`src/rtl/matrix_pkg.sv`:
```
// Shared types and helpers for the LED matrix scan driver.
// The row word is {row select, column data}, shifted MSB first.
package matrix_pkg;

    localparam int MAT_DIM = 8;
    localparam int WORD_W  = 16;

    typedef enum logic [2:0] {
        IDLE,
        LOAD,
        SHIFT,
        LATCH,
        HOLD
    } scan_state_t;

    function automatic logic [WORD_W-1:0] build_word(
        input logic [2:0]         row,
        input logic [MAT_DIM-1:0] cells,
        input logic               row_low,
        input logic               col_low
    );
        logic [MAT_DIM-1:0] rowsel;
        rowsel = MAT_DIM'(1) << row;
        return {(row_low ? ~rowsel : rowsel), (col_low ? ~cells : cells)};
    endfunction

endpackage

```
`src/rtl/piso_shift16.sv`:
```
// 16-bit parallel-in/serial-out register; dout is always the current MSB.
module piso_shift16
    import matrix_pkg::*;
(
    input  logic              clk,
    input  logic              reset,
    input  logic              load,
    input  logic              shift,
    input  logic [WORD_W-1:0] din,
    output logic              dout
);

    logic [WORD_W-1:0] shift_reg;

    always_ff @(posedge clk) begin
        if (reset) begin
            shift_reg <= '0;
        end else if (load) begin
            shift_reg <= din;
        end else if (shift) begin
            shift_reg <= {shift_reg[WORD_W-2:0], 1'b0};
        end
    end

    assign dout = shift_reg[WORD_W-1];

endmodule

```
`src/rtl/matrix_scan_driver.sv`:
```
// Scans an 8x8 cell matrix row by row into an external shift-register chain.
// Every output is a flop fed from the current state, so outputs trail the FSM by one cycle.
module matrix_scan_driver
    import matrix_pkg::*;
#(
    parameter int CLK_DIV        = 2,
    parameter int HOLD_CYCLES    = 1000,
    parameter bit ROW_ACTIVE_LOW = 1'b1,
    parameter bit COL_ACTIVE_LOW = 1'b0
) (
    input  logic                            clk,
    input  logic                            reset,
    input  logic                            enable,
    input  logic [MAT_DIM-1:0][MAT_DIM-1:0] mat,
    output logic                            ser_data,
    output logic                            ser_clk,
    output logic                            ser_latch,
    output logic                            frame_done,
    output logic                            busy
);

    localparam logic [8:0]  DIV_HALF       = 9'(CLK_DIV);
    localparam logic [8:0]  DIV_BIT_LAST   = 9'(2 * CLK_DIV - 1);
    localparam logic [8:0]  DIV_LATCH_LAST = 9'(CLK_DIV - 1);
    localparam logic [15:0] HOLD_LAST      = 16'(HOLD_CYCLES - 1);

    scan_state_t state_reg, state_next;

    logic [8:0]                      div_cnt_reg;
    logic [3:0]                      bit_cnt_reg;
    logic [15:0]                     hold_cnt_reg;
    logic [2:0]                      row_reg;
    logic [MAT_DIM-1:0][MAT_DIM-1:0] snap_reg;

    logic               bit_done, latch_done, hold_done;
    logic [MAT_DIM-1:0] row_cells;
    logic [WORD_W-1:0]  row_word;
    logic               piso_dout;

    logic ser_data_next, ser_clk_next, ser_latch_next, frame_done_next, busy_next;

    assign bit_done   = (div_cnt_reg == DIV_BIT_LAST);
    assign latch_done = (div_cnt_reg == DIV_LATCH_LAST);
    assign hold_done  = (hold_cnt_reg == HOLD_LAST);

    // Row 0 reads mat directly because the snapshot is being captured in that same cycle.
    assign row_cells = (row_reg == 3'd0) ? mat[0] : snap_reg[row_reg];
    assign row_word  = build_word(row_reg, row_cells, ROW_ACTIVE_LOW, COL_ACTIVE_LOW);

    piso_shift16 u_piso (
        .clk   (clk),
        .reset (reset),
        .load  (state_reg == LOAD),
        .shift ((state_reg == SHIFT) && bit_done),
        .din   (row_word),
        .dout  (piso_dout)
    );

    always_ff @(posedge clk) begin
        if (reset) begin
            state_reg <= IDLE;
        end else begin
            state_reg <= state_next;
        end
    end

    always_comb begin
        state_next = state_reg;
        case (state_reg)
            IDLE:    if (enable) state_next = LOAD;
            LOAD:    state_next = SHIFT;
            SHIFT:   if (bit_done && (bit_cnt_reg == 4'd15)) state_next = LATCH;
            LATCH:   if (latch_done) state_next = HOLD;
            HOLD:    if (hold_done) state_next = ((row_reg == 3'd7) && !enable) ? IDLE : LOAD;
            default: state_next = IDLE;
        endcase
    end

    always_comb begin
        ser_data_next   = 1'b0;
        ser_clk_next    = 1'b0;
        ser_latch_next  = 1'b0;
        frame_done_next = 1'b0;
        busy_next       = (state_reg != IDLE);
        case (state_reg)
            SHIFT: begin
                ser_data_next = piso_dout;
                ser_clk_next  = (div_cnt_reg >= DIV_HALF);
            end
            LATCH:   ser_latch_next  = 1'b1;
            HOLD:    frame_done_next = hold_done && (row_reg == 3'd7);
            default: ;
        endcase
    end

    always_ff @(posedge clk) begin
        if (reset) begin
            ser_data   <= 1'b0;
            ser_clk    <= 1'b0;
            ser_latch  <= 1'b0;
            frame_done <= 1'b0;
            busy       <= 1'b0;
        end else begin
            ser_data   <= ser_data_next;
            ser_clk    <= ser_clk_next;
            ser_latch  <= ser_latch_next;
            frame_done <= frame_done_next;
            busy       <= busy_next;
        end
    end

    always_ff @(posedge clk) begin
        if (reset) begin
            div_cnt_reg  <= '0;
            bit_cnt_reg  <= '0;
            hold_cnt_reg <= '0;
            row_reg      <= '0;
            snap_reg     <= '0;
        end else begin
            case (state_reg)
                LOAD: begin
                    if (row_reg == 3'd0) snap_reg <= mat;
                end
                SHIFT: begin
                    if (bit_done) begin
                        div_cnt_reg <= '0;
                        bit_cnt_reg <= bit_cnt_reg + 4'd1;
                    end else begin
                        div_cnt_reg <= div_cnt_reg + 9'd1;
                    end
                end
                LATCH: begin
                    div_cnt_reg <= latch_done ? 9'd0 : div_cnt_reg + 9'd1;
                end
                HOLD: begin
                    if (hold_done) begin
                        hold_cnt_reg <= '0;
                        row_reg      <= row_reg + 3'd1;
                    end else begin
                        hold_cnt_reg <= hold_cnt_reg + 16'd1;
                    end
                end
                default: ;
            endcase
        end
    end

endmodule

```
`config.mk`:
```
export PLATFORM = sky130hd
export DESIGN_NAME = matrix_scan_driver
export DESIGN_NICKNAME = d
export VERILOG_FILES = /design/src/rtl/matrix_pkg.sv /design/src/rtl/piso_shift16.sv /design/src/rtl/matrix_scan_driver.sv
export SDC_FILE = /design/constraint.sdc
export NUM_CORES = 1
export LEC_CHECK = 0
export CORE_ASPECT_RATIO = 0.9
export CORE_MARGIN = 4
export CORE_UTILIZATION = 55
export CTS_CLUSTER_DIAMETER = 50
export DETAILED_ROUTE_END_ITERATION = 8
export GPL_TIMING_DRIVEN = 0
export PLACE_DENSITY = 0.85
export SYNTH_ARGS = -nofsm -noshare
export SYNTH_HDL_FRONTEND = slang
export SYNTH_HIERARCHICAL = 1
export SYNTH_SLANG_ARGS = --single-unit
```
`constraint.sdc`:
```
create_clock -name clk -period 2.7 [get_ports clk]
set_input_delay 0.54 -clock clk [delete_from_list [all_inputs] [get_ports clk]]
set_output_delay 0.54 -clock clk [all_outputs]
set_load 0.01 [all_outputs]
```
==> results of run 1 <==
[layout by cell type, fill, tap and decap left out, types with 3 or more instances in the layout]
cell type	instances
a21oi_1	75
buf_1	5
clkinv_4	5
ha_1	11
mux4_2	16
and4_1	4
nand3_1	14
dfxtp_1	120
a211oi_1	13
clkbuf_2	8
and3_1	5
nand2_1	158
a211oi_2	3
nor3_1	5
clkbuf_16	16
nor4_1	6
mux2i_1	24
o21ai_0	13
nor2_1	29
clkdlybuf4s50_1	70
xor2_1	14
xnor2_1	8
bufinv_16	3
nand4_1	9
nor2b_1	18
clkbuf_1	25
inv_1	10
[path summary, 6_finish.rpt]
kind                                   from                          endpoint  slack (ns)  depth (start not counted)
hold / removal                        reset  u_piso/shift_reg[3]$_SDFFE_PP0P_        0.40                          2
hold reg to reg   snap_reg[57]$_SDFFE_PP0P_         snap_reg[57]$_SDFFE_PP0P_        0.45                          2
setup reg to reg    row_reg[1]$_SDFFE_PP0P_  u_piso/shift_reg[2]$_SDFFE_PP0P_        0.22                          9
setup / recovery    row_reg[1]$_SDFFE_PP0P_  u_piso/shift_reg[2]$_SDFFE_PP0P_        0.22                          9
[per-stage QoR]
stage	instances	TNS (ns)
6_report	854	0
2_1_floorplan	627	0
5_1_grt	854	0
3_3_place_gp	823	0
3_5_place_dp	823	-2.60
4_1_cts	855	0
[cells in the mapped netlist, drive strengths merged]
cell     number  share of area
a2111oi       1         0.0016
a211oi       16          0.025
a21o          1         0.0014
a21oi        75          0.069
a311oi        1         0.0016
a31o          1         0.0016
and2          2         0.0023
and3          5         0.0057
and3b         1         0.0016
and4          4         0.0064
and4b         2         0.0037
buf          12          0.015
clkbuf       32          0.022
dfxtp       120           0.44
ha           11          0.025
inv          10         0.0069
mux2          2         0.0041
mux2i        24          0.044
mux4         16          0.066
nand2       158           0.11
nand3        14          0.013
nand4         9          0.010
nor2         29          0.020
nor2b        18          0.021
nor3          5         0.0046
nor3b         3         0.0041
nor4          6         0.0069
nor4bb        2         0.0037
o21a          1         0.0014
o21ai        13          0.012
o221ai        1         0.0016
o311a         1         0.0018
o31ai         2         0.0028
or3           2         0.0023
or3b          2         0.0032
or4           3         0.0048
xnor2         8          0.013
xor2         14          0.022
[logic make-up after synthesis]
family,after synthesis
buf+inv,54
compound gates,113
flops,120
mux,42
xor+xnor,22
simple gates,265
fa+ha+maj,11
[routing by layer]
| layer | share of wire | vias up | global-route usage |
|---|---|---|---|
| met5 | 0 | - | 0 |
| met4 | 0.026 | 0 | 0.0998 |
| met3 | 0.066 | 34 | 0.0746 |
| met2 | 0.48 | 200 | 0.404 |
| met1 | 0.42 | 2314 | 0.292 |
| li1 | - | 2351 | - |
[timing repair]
item / CTS / global route
pin swaps: 0 / 0
resized for setup: 1 / 17
endpoints found under the setup margin: 65 / 65
[worst max-delay path: stages (launching register included)]
cell      delay, ns
dfxtp_1        0.33
clkbuf_2       0.22
clkbuf_2       0.27
inv_1          0.13
ha_1           0.19
buf_1          0.52
mux2i_1        0.20
o21ai_0        0.19
nor2b_1        0.09
a211oi_1       0.25
[power breakdown]
part,internal [W],switching (W)
combinational,0.000600,0.000851
sequential,0.00211,0.000206
clock,0.00142,0.000850
[final cells by class]
cell class                 instances  area (um2)
clock buffer                      19         422
tap                              126         158
clock inverter                    13         171
multi-input combinational        453        2820
inverter                          10        37.5
sequential                       120        2400
fill                             657        2740
buffer                            43         211
timing repair buffer              70         701
==> flow_summary_export.csv, run 1 <==
group,metric,value,unit
sta,fin_crit,2.48,ns
floorplanning,start_util,0.565,
sta,hold_ws,0.399,ns
pwr,powerDensity,872,nW/um2
clock_tree,cts.root.buffer_cell,"clkbuf_8",
place,io_buffers,70,
clock_tree,clk_path_buf_depth,2,
sta,min_period_over_period,0.917,
synthesis,synth_xor_area_frac,0.0353,
synthesis,synth.net_count,705,
critical_path,worstSetupStartpointType,"flip-flop",
place,place_area,6310,um2
floorplanning,die_h,102,um
floorplanning,die-width,113,um
sta,rsz0062_at_grt,"no",
clock_tree,cts_tree,"yes",
grt,globalRouteOverflowTotal,0,
route,vias,4899,
finish,nets,793,
synthesis,synth-seq-cells,120,
sta,setup_viol,0,
sta,hold_viol_final,0,
grt,grt_max_degree,17,
synthesis,synth_cells,627,
min_path,hp-class,"input port to flip-flop",
sta,slew_headroom,0.493,
clock_tree,path_clk_slew,0.06,ns
pwr,report.power.total,0.00604,W
finish,area_delta_synth_final,26.9,%
sta,slew_viol_final,0,
synthesis,synthAdderAreaFrac,0.0252,
pwr,p_leak,2.50,nW
critical_path,cp.arrival,2.89,ns
sta,final.setup_skew,0.00923,ns
floorplanning,core,9660,um2
route,vias_per_cell,5.74,
synthesis,synth_area,5450,um2
place,globalplace.congestion,0.840,
route,routed_wirelength,13800,um
sta,fmax,0.404,GHz
sta,worst_pin_slew,0.754,ns
route,avgRoutedWirePerCell,16.1,um
route,drt_iter0_drc,343,
synthesis,synth_warnings,6,
clock_tree,cts_sinks,120,
place,hpwl,9600,um
flow_run,max_cap_violations,0,
clock_tree,cts_buffers,17,
grt,grt_pass1_wl,22100,um
grt,antenna_found_initial,0,
clock_tree,holdBufCountCts,0,
critical_path,cp.required,3.12,ns
finish,drive_above_1_share,0.0948,
route,ant_nets,0,
floorplanning,row_count,34,
grt,track_usage,0.242,
critical_path,cp_max_fo,10,
route,dr.pass1.iters,7,
grt,grt_pass1_vias,4737,
synthesis,synthSimpleGateAreaFrac,0.222,
clock_tree,htree_levels,4,
synthesis,synth_top_family_by_area,"simple AND/OR/NAND/NOR gates",
critical_path,path_class,"flip-flop to flip-flop",
synthesis,muxShareOfSynthArea,0.114,
synthesis,synth_cell_type_count,44,
finish,diodes,0,
synthesis,avgSynthCellArea,8.70,um2
sta,finalWorstSetupSlack,0.224,ns
clock_tree,post_cts_buffers,0,
outcome,status,"complete, no violations",
finish,design_area,6920,um2
floorplanning,dieArea,11600,um2
finish,post-route-util,0.717,
synthesis,synth_compound_area_frac,0.119,
finish,largest_reg_flops,64,
critical_path,end_kind,"flip-flop",
synthesis,ys_seq_area_frac,0.440,
place,pre_cts_slack,-0.142,ns
floorplanning,ioPinCount,72,
route,drc,0,
clock_tree,clock_latency,0.52,ns
pwr,vdd_drop_max,0.586,mV
No activity file was read; power rests on OpenSTA's default activity.
==> run 2, diff against run 1 <==
--- a/config.mk
+++ b/config.mk
@@ -5,9 +5,10 @@
 export SDC_FILE = /design/constraint.sdc
 export NUM_CORES = 1
 export LEC_CHECK = 0
+export ABC_AREA = 1
 export CORE_ASPECT_RATIO = 0.9
 export CORE_MARGIN = 4
-export CORE_UTILIZATION = 55
+export CORE_UTILIZATION = 56
 export CTS_CLUSTER_DIAMETER = 50
 export DETAILED_ROUTE_END_ITERATION = 8
 export GPL_TIMING_DRIVEN = 0
==> flow_summary_export.csv, run 2 <==
group,metric,value,unit
outcome,status,"complete, no violations",
sta,min_period_over_period,0.921,
min_path,worstHoldStart,"u_piso/shift_reg[15]$_SDFFE_PP0P_",
grt,grt_pass1_wl,24700,um
critical_path,worstSetupStartpointType,"flip-flop",
clock_tree,cts_resized,0,
sta,hold_viol_final,0,
synthesis,synth_cell_type_count,36,
critical_path,regToRegStartpoint,"row_reg[1]$_SDFFE_PP0P_",
critical_path,cp_max_fo,19,
grt,globalRouteOverflowTotal,0,
grt,antenna_found_initial,0,
finish,largest_reg_flops,64,
clock_tree,post_cts_buffers,0,
floorplanning,ioPinCount,72,
place,io_buffers,71,
place,globalplace.congestion,0.902,
finish,drive_above_1_share,0.0921,
min_path,hp-class,"flip-flop to flip-flop",
critical_path,reg2reg_depth,9,
synthesis,synth_cells,822,
synthesis,synth_common_cells,"206 x nor2_1, 121 x nand2_1, 120 x dfxtp_1, 68 x o21ai_0, 58 x nand3_1",
finish,num-fill-cells,749,
pwr,vdd_drop_max,0.730,mV
synthesis,synthFlopType,"dfxtp_1",
route,avgRoutedWirePerCell,14.2,um
finish,area_delta_synth_final,25.5,%
clock_tree,cts_tree,"yes",
synthesis,synth_area,5750,um2
finish,layout_commonest_cell,"nor2_1",
clock_tree,htree_levels,4,
clock_tree,cts.root.buffer_cell,"clkbuf_16",
sta,slew_viol_final,0,
sta,worst_pin_slew,0.574,ns
grt,track_usage,0.257,
synthesis,ys_top_cells_by_area,"dfxtp_1 42%, nor2_1 13%, nand2_1 7.9%, o21ai_0 5.9%, nand3_1 5.0%",
synthesis,synth.largest_area_cell,"dfxtp_1",
critical_path,r2r_slack,0.21,ns
sta,fmax,0.402,GHz
clock_tree,clk_path_buf_depth,2,
clock_tree,cts_sinks,120,
floorplanning,die-width,115,um
critical_path,startpoint,"row_reg[1]$_SDFFE_PP0P_",
clock_tree,clock_latency,0.41,ns
sta,slew_headroom,0.617,
finish,diodes,0,
grt,grt_max_degree,17,
pwr,p_leak,3.03,nW
route,dr.pass1.iters,5,
pwr,powerDensity,955,nW/um2
critical_path,crit_end,"snap_reg[32]$_SDFFE_PP0P_",
clock_tree,holdBufCountCts,0,
synthesis,synth.net_count,900,
synthesis,yosysMostFrequentCell,"nor2_1",
finish,nets,988,
synthesis,async_flop_share,0,
route,drt_iter0_drc,557,
synthesis,avgSynthCellArea,6.99,um2
place,place_area,6620,um2
grt,grt_pass1_vias,5279,
clock_tree,cts_buffers,17,
finish,final_cell_mix,"206 x nor2_1, 121 x nand2_1, 120 x dfxtp_1, 71 x clkdlybuf4s50_1, 68 x o21ai_0",
route,vias_per_cell,5.38,
sta,fin_crit,2.49,ns
sta,rsz0062_at_grt,"no",
floorplanning,dieArea,12000,um2
flow_run,max_cap_violations,0,
route,drc,0,
critical_path,path_class,"flip-flop to flip-flop",
synthesis,synth-seq-cells,120,
finish,post-route-util,0.734,
route,routed_wirelength,14900,um
route,vias,5642,
synthesis,synth_warnings,6,
sta,final.setup_skew,0.00829,ns
critical_path,r2r_end,"snap_reg[32]$_SDFFE_PP0P_",
floorplanning,start_util,0.585,
floorplanning,core,9830,um2
synthesis,ys_seq_area_frac,0.418,
sta,setup_viol,0,
sta,tns,0,ns
finish,design_area,7210,um2
place,hpwl,10500,um
floorplanning,row_count,34,
critical_path,cp.arrival,2.79,ns
synthesis,synth_top_cell_area_share,0.418,
critical_path,cp.required,3.01,ns
route,ant_nets,0,
synthesis,synth_edf_count,0,
clock_tree,path_clk_slew,0.06,ns
floorplanning,die_h,104,um
critical_path,end_kind,"flip-flop",
-- run 2: area by class of cell --
type                       instances  area (um2)  area share
tap                              126         158      0.0219
multi-input combinational        599        2860       0.397
timing repair buffer              71         711      0.0985
clock inverter                    14         174      0.0241
clock buffer                      18         429      0.0595
inverter                          63         236      0.0328
buffer                            38         240      0.0333
sequential                       120        2400       0.333
-- run 2: worst min path at each step --
stage,endpoint,cells past startpoint
6_report,ser_data$_SDFF_PP0_,2
2_1_floorplan,ser_data$_SDFF_PP0_,2
3_5_place_dp,ser_data$_SDFF_PP0_,2
3_3_place_gp,ser_data$_SDFF_PP0_,2
4_1_cts,ser_data$_SDFF_PP0_,2
5_1_grt,ser_data$_SDFF_PP0_,2
-- run 2: cells by family (layout without fill, tap and decap cells) --
family                   Yosys count  count (layout)  share of synthesized area
flip-flops                       120             120                      0.418
XOR/XNOR                           7               7                     0.0107
buffers and inverters            103             204                     0.0842
AO/OA/AOI/OAI                    151             151                      0.138
adder cells (fa/ha/maj)           11              11                     0.0239
AND/OR/NAND/NOR                  430             430                      0.326
-- run 2: per-stage QoR --
stage	worst slack, ns	instances	total power, W	hold WS (ns)
finish	0.214	1049	0.00689	0.428
global route	0.00994	1049	0.00731	0.456
CTS	0.0756	1051	0.00687	0.429
detailed placement	0.123	1019	0.00454	0.421
global placement	0.133	1019	0.00448	0.417
floorplan	0.686	822	0.00401	0.408
-- run 2: metal layers --
metal / GRT usage / up-vias / part of all wire
met5: 0 / - / 0
met4: 0.0905 / 0 / 0.018
met3: 0.0716 / 33 / 0.081
met2: 0.395 / 237 / 0.45
met1: 0.344 / 2517 / 0.45
li1: - / 2855 / -
-- run 2: where the power goes --
part           total (W)  internal [W]  switching, W
combinational    0.00207      0.000841       0.00123
clock            0.00229       0.00145      0.000840
sequential       0.00252       0.00223      0.000288
total            0.00689       0.00453       0.00236
-- run 2: critical path: stages, from the launching register on --
cell and delay (ns):
dfxtp_1 0.41, inv_1 0.47, ha_1 0.29, inv_2 0.10, nor2_2 0.35, nand2_2 0.14
buf_6 0.18, buf_2 0.18, o21ai_1 0.20, nor2_1 0.06
